[config.mk]
export PLATFORM = sky130hd
export DESIGN_NAME = alarm_controller
export DESIGN_NICKNAME = d
export VERILOG_FILES = /design/src/rtl/alarm_controller.sv
export SDC_FILE = /design/constraint.sdc
export NUM_CORES = 1
export LEC_CHECK = 0
export ABC_CLOCK_PERIOD_IN_PS = 2300
export BUFFER_PORTS_ARGS = -buffer_cell sky130_fd_sc_hd__buf_2
export CAP_MARGIN = 10
export CORE_MARGIN = 1.5
export CORE_UTILIZATION = 54
export CTS_CLUSTER_SIZE = 8
export DETAILED_ROUTE_END_ITERATION = 8
export PLACE_DENSITY_LB_ADDON = 0.05
export SLEW_MARGIN = 30
export SYNTH_ARGS = -nofsm -noshare
export SYNTH_HDL_FRONTEND = slang
export SYNTH_SLANG_ARGS = --single-unit
[constraint.sdc]
create_clock -name clk -period 2.3 [get_ports clk]
set_input_delay 0.69 -clock clk [delete_from_list [all_inputs] [get_ports clk]]
set_output_delay 0.69 -clock clk [all_outputs]
set_load 0.01 [all_outputs]
[src/rtl/alarm_controller.sv]
// Alarm scheduler: stores the alarm time, fires on the first cycle cur==alarm, sequences arm/ring/snooze, drives buzzer.
// Latency: one cycle from match or button pulse to outputs. No backpressure. Optional snooze via `ALARM_SNOOZE_EN.
module alarm_controller #(
    parameter int HOUR_RST   = 7,
    parameter int MIN_RST    = 0,
    parameter int RING_SEC   = 60,
    parameter int SNOOZE_SEC = 300,
    parameter int CNT_W      = 9
) (
    input  logic       clk,
    input  logic       reset,
    input  logic       tick_1hz,
    input  logic [4:0] cur_hour,
    input  logic [5:0] cur_min,
    input  logic       sel_alarm,
    input  logic       inc_hour,
    input  logic       inc_min,
    input  logic       arm_toggle,
    input  logic       snooze,
    input  logic       stop,
    output logic [4:0] alm_hour,
    output logic [5:0] alm_min,
    output logic       armed,
    output logic       ringing,
    output logic       snoozing,
    output logic       buzzer
);

    typedef enum logic [1:0] {
        IDLE    = 2'd0,
        ARMED   = 2'd1,
        RINGING = 2'd2
`ifdef ALARM_SNOOZE_EN
        ,
        SNOOZE  = 2'd3
`endif
    } state_t;

    localparam logic [CNT_W-1:0] RING_LD = CNT_W'(RING_SEC);
    localparam logic [CNT_W-1:0] CNT_ONE = CNT_W'(1);
`ifdef ALARM_SNOOZE_EN
    localparam logic [CNT_W-1:0] SNOOZE_LD = CNT_W'(SNOOZE_SEC);
`else
    logic unused_snooze;
    assign unused_snooze = snooze | (SNOOZE_SEC == 0);
`endif

    state_t           state, state_nxt;
    logic [CNT_W-1:0] cnt, cnt_nxt;
    logic             beep_phase, beep_nxt;
    logic             match, match_d, trigger;

    assign match   = (cur_hour == alm_hour) && (cur_min == alm_min);
    // Edge-detect so re-arming or leaving set mode on a standing match never fires.
    assign trigger = match && !match_d && !sel_alarm && (state == ARMED);

    always_ff @(posedge clk or negedge reset) begin
        if (!reset) begin
            alm_hour <= 5'(HOUR_RST);
            alm_min  <= 6'(MIN_RST);
            match_d  <= 1'b1;
        end else begin
            match_d <= match;
            if (sel_alarm && inc_hour)
                alm_hour <= (alm_hour == 5'd23) ? 5'd0 : alm_hour + 5'd1;
            if (sel_alarm && inc_min)
                alm_min <= (alm_min == 6'd59) ? 6'd0 : alm_min + 6'd1;
        end
    end

    always_ff @(posedge clk or negedge reset) begin
        if (!reset) begin
            state      <= IDLE;
            cnt        <= '0;
            beep_phase <= 1'b0;
        end else begin
            state      <= state_nxt;
            cnt        <= cnt_nxt;
            beep_phase <= beep_nxt;
        end
    end

    always_comb begin
        state_nxt = state;
        cnt_nxt   = cnt;
        beep_nxt  = beep_phase;
        case (state)
            IDLE: begin
                if (arm_toggle)
                    state_nxt = ARMED;
            end
            ARMED: begin
                if (arm_toggle) begin
                    state_nxt = IDLE;
                end else if (trigger) begin
                    state_nxt = RINGING;
                    cnt_nxt   = RING_LD;
                    beep_nxt  = 1'b1;
                end
            end
            RINGING: begin
                if (stop || arm_toggle) begin
                    state_nxt = ARMED;
`ifdef ALARM_SNOOZE_EN
                end else if (snooze) begin
                    state_nxt = SNOOZE;
                    cnt_nxt   = SNOOZE_LD;
`endif
                end else if (tick_1hz) begin
                    if (cnt == CNT_ONE) begin
                        state_nxt = ARMED;
                    end else begin
                        cnt_nxt  = cnt - CNT_ONE;
                        beep_nxt = !beep_phase;
                    end
                end
            end
`ifdef ALARM_SNOOZE_EN
            SNOOZE: begin
                if (stop || arm_toggle) begin
                    state_nxt = ARMED;
                end else if (tick_1hz) begin
                    if (cnt == CNT_ONE) begin
                        state_nxt = RINGING;
                        cnt_nxt   = RING_LD;
                        beep_nxt  = 1'b1;
                    end else begin
                        cnt_nxt = cnt - CNT_ONE;
                    end
                end
            end
`endif
            default: state_nxt = IDLE;
        endcase
    end

    always_comb begin
        armed   = (state != IDLE);
        ringing = (state == RINGING);
        buzzer  = (state == RINGING) && beep_phase;
`ifdef ALARM_SNOOZE_EN
        snoozing = (state == SNOOZE);
`else
        snoozing = 1'b0;
`endif
    end

endmodule

==> impl_metrics.toml, run 1 <==
[timing]
tightest_slew_ps = 645
setup_viol = 0
period_share_pct = 94.6
hold_viol = 0
setup_tns_ps = 0
skew_ps = 12.1
rsz0062_at_grt = "no"
finalWorstSetupSlack_ps = 124
slew_viol_final = 0
fmax_mhz = 460
fin_crit_ps = 2180
relSlewSlack_pct = 56.6

[worst_setup_path]
critPathRequiredTime_ps = 1610
end_kind = "primary output"
r2r_cells = 6
critPathKind = "reg -> out"
worstPathCellList = "nand2b_1 > inv_1 > and2_1 > buf_2"
slowest_stage = "dfrtp_1"
endpoint = "buzzer"
r2r_slack_ps = 230
startpoint = "state[0]"
startpoint_type = "flip-flop"
crit_arrival_ps = 1490
crit_fanout = 7
r2r-end = "cnt[6]"
critPathMaxStageDelay_ps = 430
r2r-start = "cnt[1]"

[synthesis]
synthMuxAreaShare_pct = 1.43
synth_edf_count = 0
yosysTopAreaCell = "dfrtp_1"
synth_nets = 193
synthFlopType = "dfrtp_1"
async_flop_share_pct = 100
synth_fa_ha_area_share_pct = 3.18
synth_xor_area_share_pct = 8.92
netlist_instances = 169
synth_warnings = 0
synthDistinctLibCells = 53
syn_area_per_cell_um2 = 9.30
synthSimpleGateAreaFrac_pct = 25.3
synth_area_leaders = "dfrtp_1, dfstp_2, xor2_1"
synth_compound_area_share_pct = 18.9
seq_area_frac_synth_pct = 38.5
yosys-top-cells-count = "dfrtp_1, nand2_1, nor2_1"
synth_top_family_by_area = "simple AND/OR/NAND/NOR gates"
synth_area_um2 = 1570
ys_ff_latch = 24
synth_most_common_cell = "dfrtp_1"
synth_top_area_share_pct = 31.8

[clock_tree]
cts_setup_buffers = 0
cts_tree = "built"
clock_latency_ps = 320
cts.sinks = 24
cts_made_buffers = 3
cts.repair.resized = 0
root_buffer = "clkbuf_4"
clk_pin_slew_ps = 140
htreeDepth = 1
clockBufferDepth = 2
cts_hold_buf = 0

[drt]
num_vias = 1431
wirelength_mm = 3.49
ant_nets = 0
remaining_drc_errors = 0
first_pass_iters = 5
avgRoutedWirePerCell_um = 14.9
drt_iter0_drc = 88
via_per_inst = 6.12

[global_routing]
antenna_found_initial = 0
track_usage_pct = 22.7
overflow = 0
grt_pass1_vias = 1346
grt_max_degree = 25
grt_pass1_wl_mm = 5.80

[die]
dieHeight_um = 56.9
num_rows = 19
initial_core_util_pct = 57.0
die-width_um = 56.9
io_pins = 35
coreArea_um2 = 2760
die-area_um2 = 3240

[final_layout]
areaGrowthSynthToFinish_pct = 15.6
finish.utilization_pct = 65.9
diodes = 0
fin_nets = 228
final_layout_size_suffix_gt1_share_pct = 27.6

[flow_run]
drv_cap = 0

[power_and_ir_drop]
ir_drop_uv = 678
cellLeakagePower_nw = 0.799
powerDensity_nw_per_um2 = 948

[placement]
portBuffers = 32
hpwl_mm = 2.65
gp_congestion = 0.932
pre_cts_ws_ps = 243

[status]
outcome = "finished clean"

[hold_path]
hold_path_class = "in -> async"
## routing by layer
metal | up-vias | GRT usage, % | routed length, um
li1 | 691 | - | -
met1 | 688 | 28.9 | 1470
met2 | 42 | 39.7 | 1820
met3 | 10 | 2.04 | 125
met4 | 0 | 9.30 | 69
met5 | - | 0 | 0
## final cells by class
class | count | area [um2]
timing repair buffer | 35 | 183
sequential | 24 | 606
fill | 237 | 941
tap | 31 | 38.8
clock buffer | 3 | 22.5
multi-input combinational | 133 | 911
inverter | 7 | 26.3
clock inverter | 1 | 30.0
## critical path, delay by kind of cell (launching register included)
| kind | cells | cell delay, ps |
|---|---|---|
| and+or+nand+nor | 2 | 480 |
| buffers and inverters | 2 | 260 |
| DFF | 1 | 430 |
## stage by stage
stage | area (um2) | hold WS, ps | power, mW | instances
after global placement | 1760 | 515 | 1.39 | 230
final | 1820 | 323 | 1.72 | 234
after floorplan | 1570 | 394 | 1.19 | 169
after global routing | 1820 | 353 | 1.84 | 234
after detailed placement | 1760 | 525 | 1.42 | 230
after CTS | 1820 | 333 | 1.74 | 234
## cells by family after synthesis
kind of cell,after synthesis
simple gates,68
compound gates,42
xor+xnor,16
buf+inv,12
fa+ha+maj,4
mux,2
flops,24
other cells,1
## sequential cells by signal, indices dropped and copies added, names as in the netlist
register,count
alm_hour,5
alm_min,6
cnt,9
state,2
match_d,1
beep_phase,1
## cell usage in the layout (no fill, tap or decap), drive strengths merged, types with 7 or more instances in the layout
cell type  count
nor2          14
o21ai         10
buf           35
inv            7
xor2          11
a31oi          7
dfrtp         20
nand2         14
nor3           7
nand3          7
## report_power, final
| group | switching [mW] | internal [mW] |
|---|---|---|
| sequential | 0.213 | 0.567 |
| clock | 0.133 | 0.176 |
| combinational | 0.323 | 0.309 |
| total | 0.669 | 1.05 |
## worst min path at each step
stage	slack, ps	to	from	cells past startpoint
2_1_floorplan	390	alm_hour[3]	reset	0
3_3_place_gp	520	beep_phase	beep_phase	1
3_5_place_dp	530	alm_hour[2]	alm_hour[2]	1
4_1_cts	330	cnt[8]	reset	1
5_1_grt	350	cnt[8]	reset	1
6_report	320	cnt[8]	reset	1
(Power assumes the default switching activity.)
==> run 2, diff against run 1 <==
--- a/config.mk
+++ b/config.mk
@@ -5,6 +5,7 @@
 export SDC_FILE = /design/constraint.sdc
 export NUM_CORES = 1
 export LEC_CHECK = 0
+export ABC_AREA = 1
 export ABC_CLOCK_PERIOD_IN_PS = 2300
 export BUFFER_PORTS_ARGS = -buffer_cell sky130_fd_sc_hd__buf_2
 export CAP_MARGIN = 10
==> run 2 against run 1 <==
  * Hold slack better by 22 ps
  * Core utilization is 0.97 points lower
  * Synthesized area up 1.1%
  * Synthesized cell count up 24%
  * Clock power down 29%
  * Sequential power increased by 1%
  * Via count down 4.4%
  * Non-clock buffer count down 3
  * Combinational power grew 66%
  * First-iteration DRC count down 50%
  * Critical path type unchanged
  * Critical endpoint unchanged
==> impl_metrics.toml, run 2 <==
[clock_tree]
htreeDepth = 1
cts_made_buffers = 3
cts_hold_buf = 0
cts.repair.resized = 0
clock_latency_ps = 300
cts.sinks = 24
cts_tree = "built"
cts_setup_buffers = 0
clockBufferDepth = 2
root_buffer = "clkbuf_4"
clk_pin_slew_ps = 130

[power_and_ir_drop]
ir_drop_uv = 816
cellLeakagePower_nw = 0.946
power_mw = 2.05
powerDensity_nw_per_um2 = 1140

[final_layout]
fillers = 253
final_common_cell = "nand2_1"
layout_common_cells = "nand2_1, buf_2, inv_1"
largest_reg_flops = 9
layout.cells.non_filler = 274
areaGrowthSynthToFinish_pct = 13.6
fin_nets = 268
final_layout_size_suffix_gt1_share_pct = 26.7
diodes = 0
top_register = "cnt"
reg_top3 = "cnt (9), alm_min (6), alm_hour (5)"

[timing]
skew_ps = 6.87
slew_viol_final = 0
relSlewSlack_pct = 64.4
period_share_pct = 92.6
fmax_mhz = 470
fin_crit_ps = 2130
setup_viol = 0
hold_viol = 0
rsz0062_at_grt = "no"
setup_tns_ps = 0
holdWs_ps = 345
tightest_slew_ps = 534

[synthesis]
async_flop_share_pct = 100
synth_area_leaders = "dfrtp_1, nand2_1, dfstp_2"
yosysTopAreaCell = "dfrtp_1"
seq_area_frac_synth_pct = 38.1
synth_most_common_cell = "nand2_1"
syn_area_per_cell_um2 = 7.60
ys_ff_latch = 24
yosys-top-cells-count = "nand2_1, inv_1, nor2_1"
synth_edf_count = 0
synth_warnings = 0
netlist_instances = 209
synthDistinctLibCells = 28
synth_area_um2 = 1590
synth_top_area_share_pct = 31.5
synthFlopType = "dfrtp_1"
synth_nets = 233

[global_routing]
track_usage_pct = 19.1
grt_pass1_vias = 1277
grt_max_degree = 25
antenna_found_initial = 0
overflow = 0
grt_pass1_wl_mm = 5.09

[status]
outcome = "finished clean"

[die]
dieHeight_um = 57.2
num_rows = 19
coreArea_um2 = 2780
io_pins = 35
die-width_um = 57.2
die-area_um2 = 3280
initial_core_util_pct = 57.1

[worst_setup_path]
cp_common_cell = "inv_2"
critPathRequiredTime_ps = 1610
crit_fanout = 8
worstPathCellList = "inv_2 > nor2_8 > inv_2 > nor2_1 > buf_2"
startpoint_type = "flip-flop"
critPathMaxStageDelay_ps = 450
critPathKind = "reg -> out"
slowest_stage = "dfrtp_1"
end_kind = "primary output"
crit_arrival_ps = 1440

[placement]
place_inst = 270
portBuffers = 32
gp_congestion = 0.798
hpwl_mm = 2.28

[drt]
remaining_drc_errors = 0
first_pass_iters = 4
num_vias = 1368
via_per_inst = 4.99
drt_iter0_drc = 44
ant_nets = 0
wirelength_mm = 2.83
avgRoutedWirePerCell_um = 10.3

[flow_run]
drv_cap = 0

[hold_path]
hold_path_class = "in -> async"
-- run 2: cell count changes in the layout (fill, tap and decap cells not counted), moves of 4 or more --
cell / change
nand2_1: +40
inv_1: +21
o21ai_2: +9
nor2_1: +8
a31oi_1: -7
inv_2: +5
xor2_1: -5
nand2_2: +4
nand3_1: +4
-- run 2: path summary, 6_finish.rpt --
path | start | end | cells after the start | slack, ps
hold reg to reg | beep_phase | beep_phase | 2 | 500
min in group clk | beep_phase | beep_phase | 2 | 500
max in group asynchronous | reset | alm_hour[0] | 1 | 1580
setup reg to reg | alm_hour[0] | cnt[2] | 11 | 570
hold / removal | reset | cnt[0] | 1 | 350
setup / recovery | state[1] | buzzer | 5 | 170
-- run 2: worst max-delay path: cells and delay by family (launching register included) --
family                 cells  cell delay, ps
DFF                        1             450
and+or+nand+nor            2             330
buffers and inverters      3             360
-- run 2: layout make-up --
| class | instances | area (um2) | share of cell area, % |
|---|---|---|---|
| clock buffer | 4 | 36.3 | 2.01 |
| multi-input combinational | 150 | 841 | 46.6 |
| tap | 31 | 38.8 | 2.15 |
| sequential | 24 | 606 | 33.5 |
| inverter | 33 | 124 | 6.86 |
| timing repair buffer | 32 | 160 | 8.87 |
-- run 2: power breakdown --
part / internal (mW) / switching (mW)
registers: 0.603 / 0.185
clock network: 0.0964 / 0.121
logic: 0.411 / 0.634
-- run 2: cells by family after synthesis --
kind of cell / after synthesis / share of synthesized area (%)
buf+inv: 35 / 8.98
xor+xnor: 11 / 6.06
other cells: 1 / 0.236
simple gates: 115 / 34.5
fa+ha+maj: 4 / 3.15
compound gates: 19 / 8.98
flops: 24 / 38.1
-- run 2: stage by stage --
stage	setup slack [ps]	utilization, %	cell area [um2]
detailed placement	397	63.6	1770
floorplan	640	-	1590
global placement	409	63.6	1770
CTS	145	64.9	1810
global route	54.8	64.9	1810
finish	170	64.9	1810
-- run 2: layer usage --
layer	GRT usage [%]	vias up	wire, um
met2	34.8	22	1380
li1	-	720	-
met4	2.99	0	19
met5	0	-	0
met3	2.04	2	98
met1	24.9	624	1330
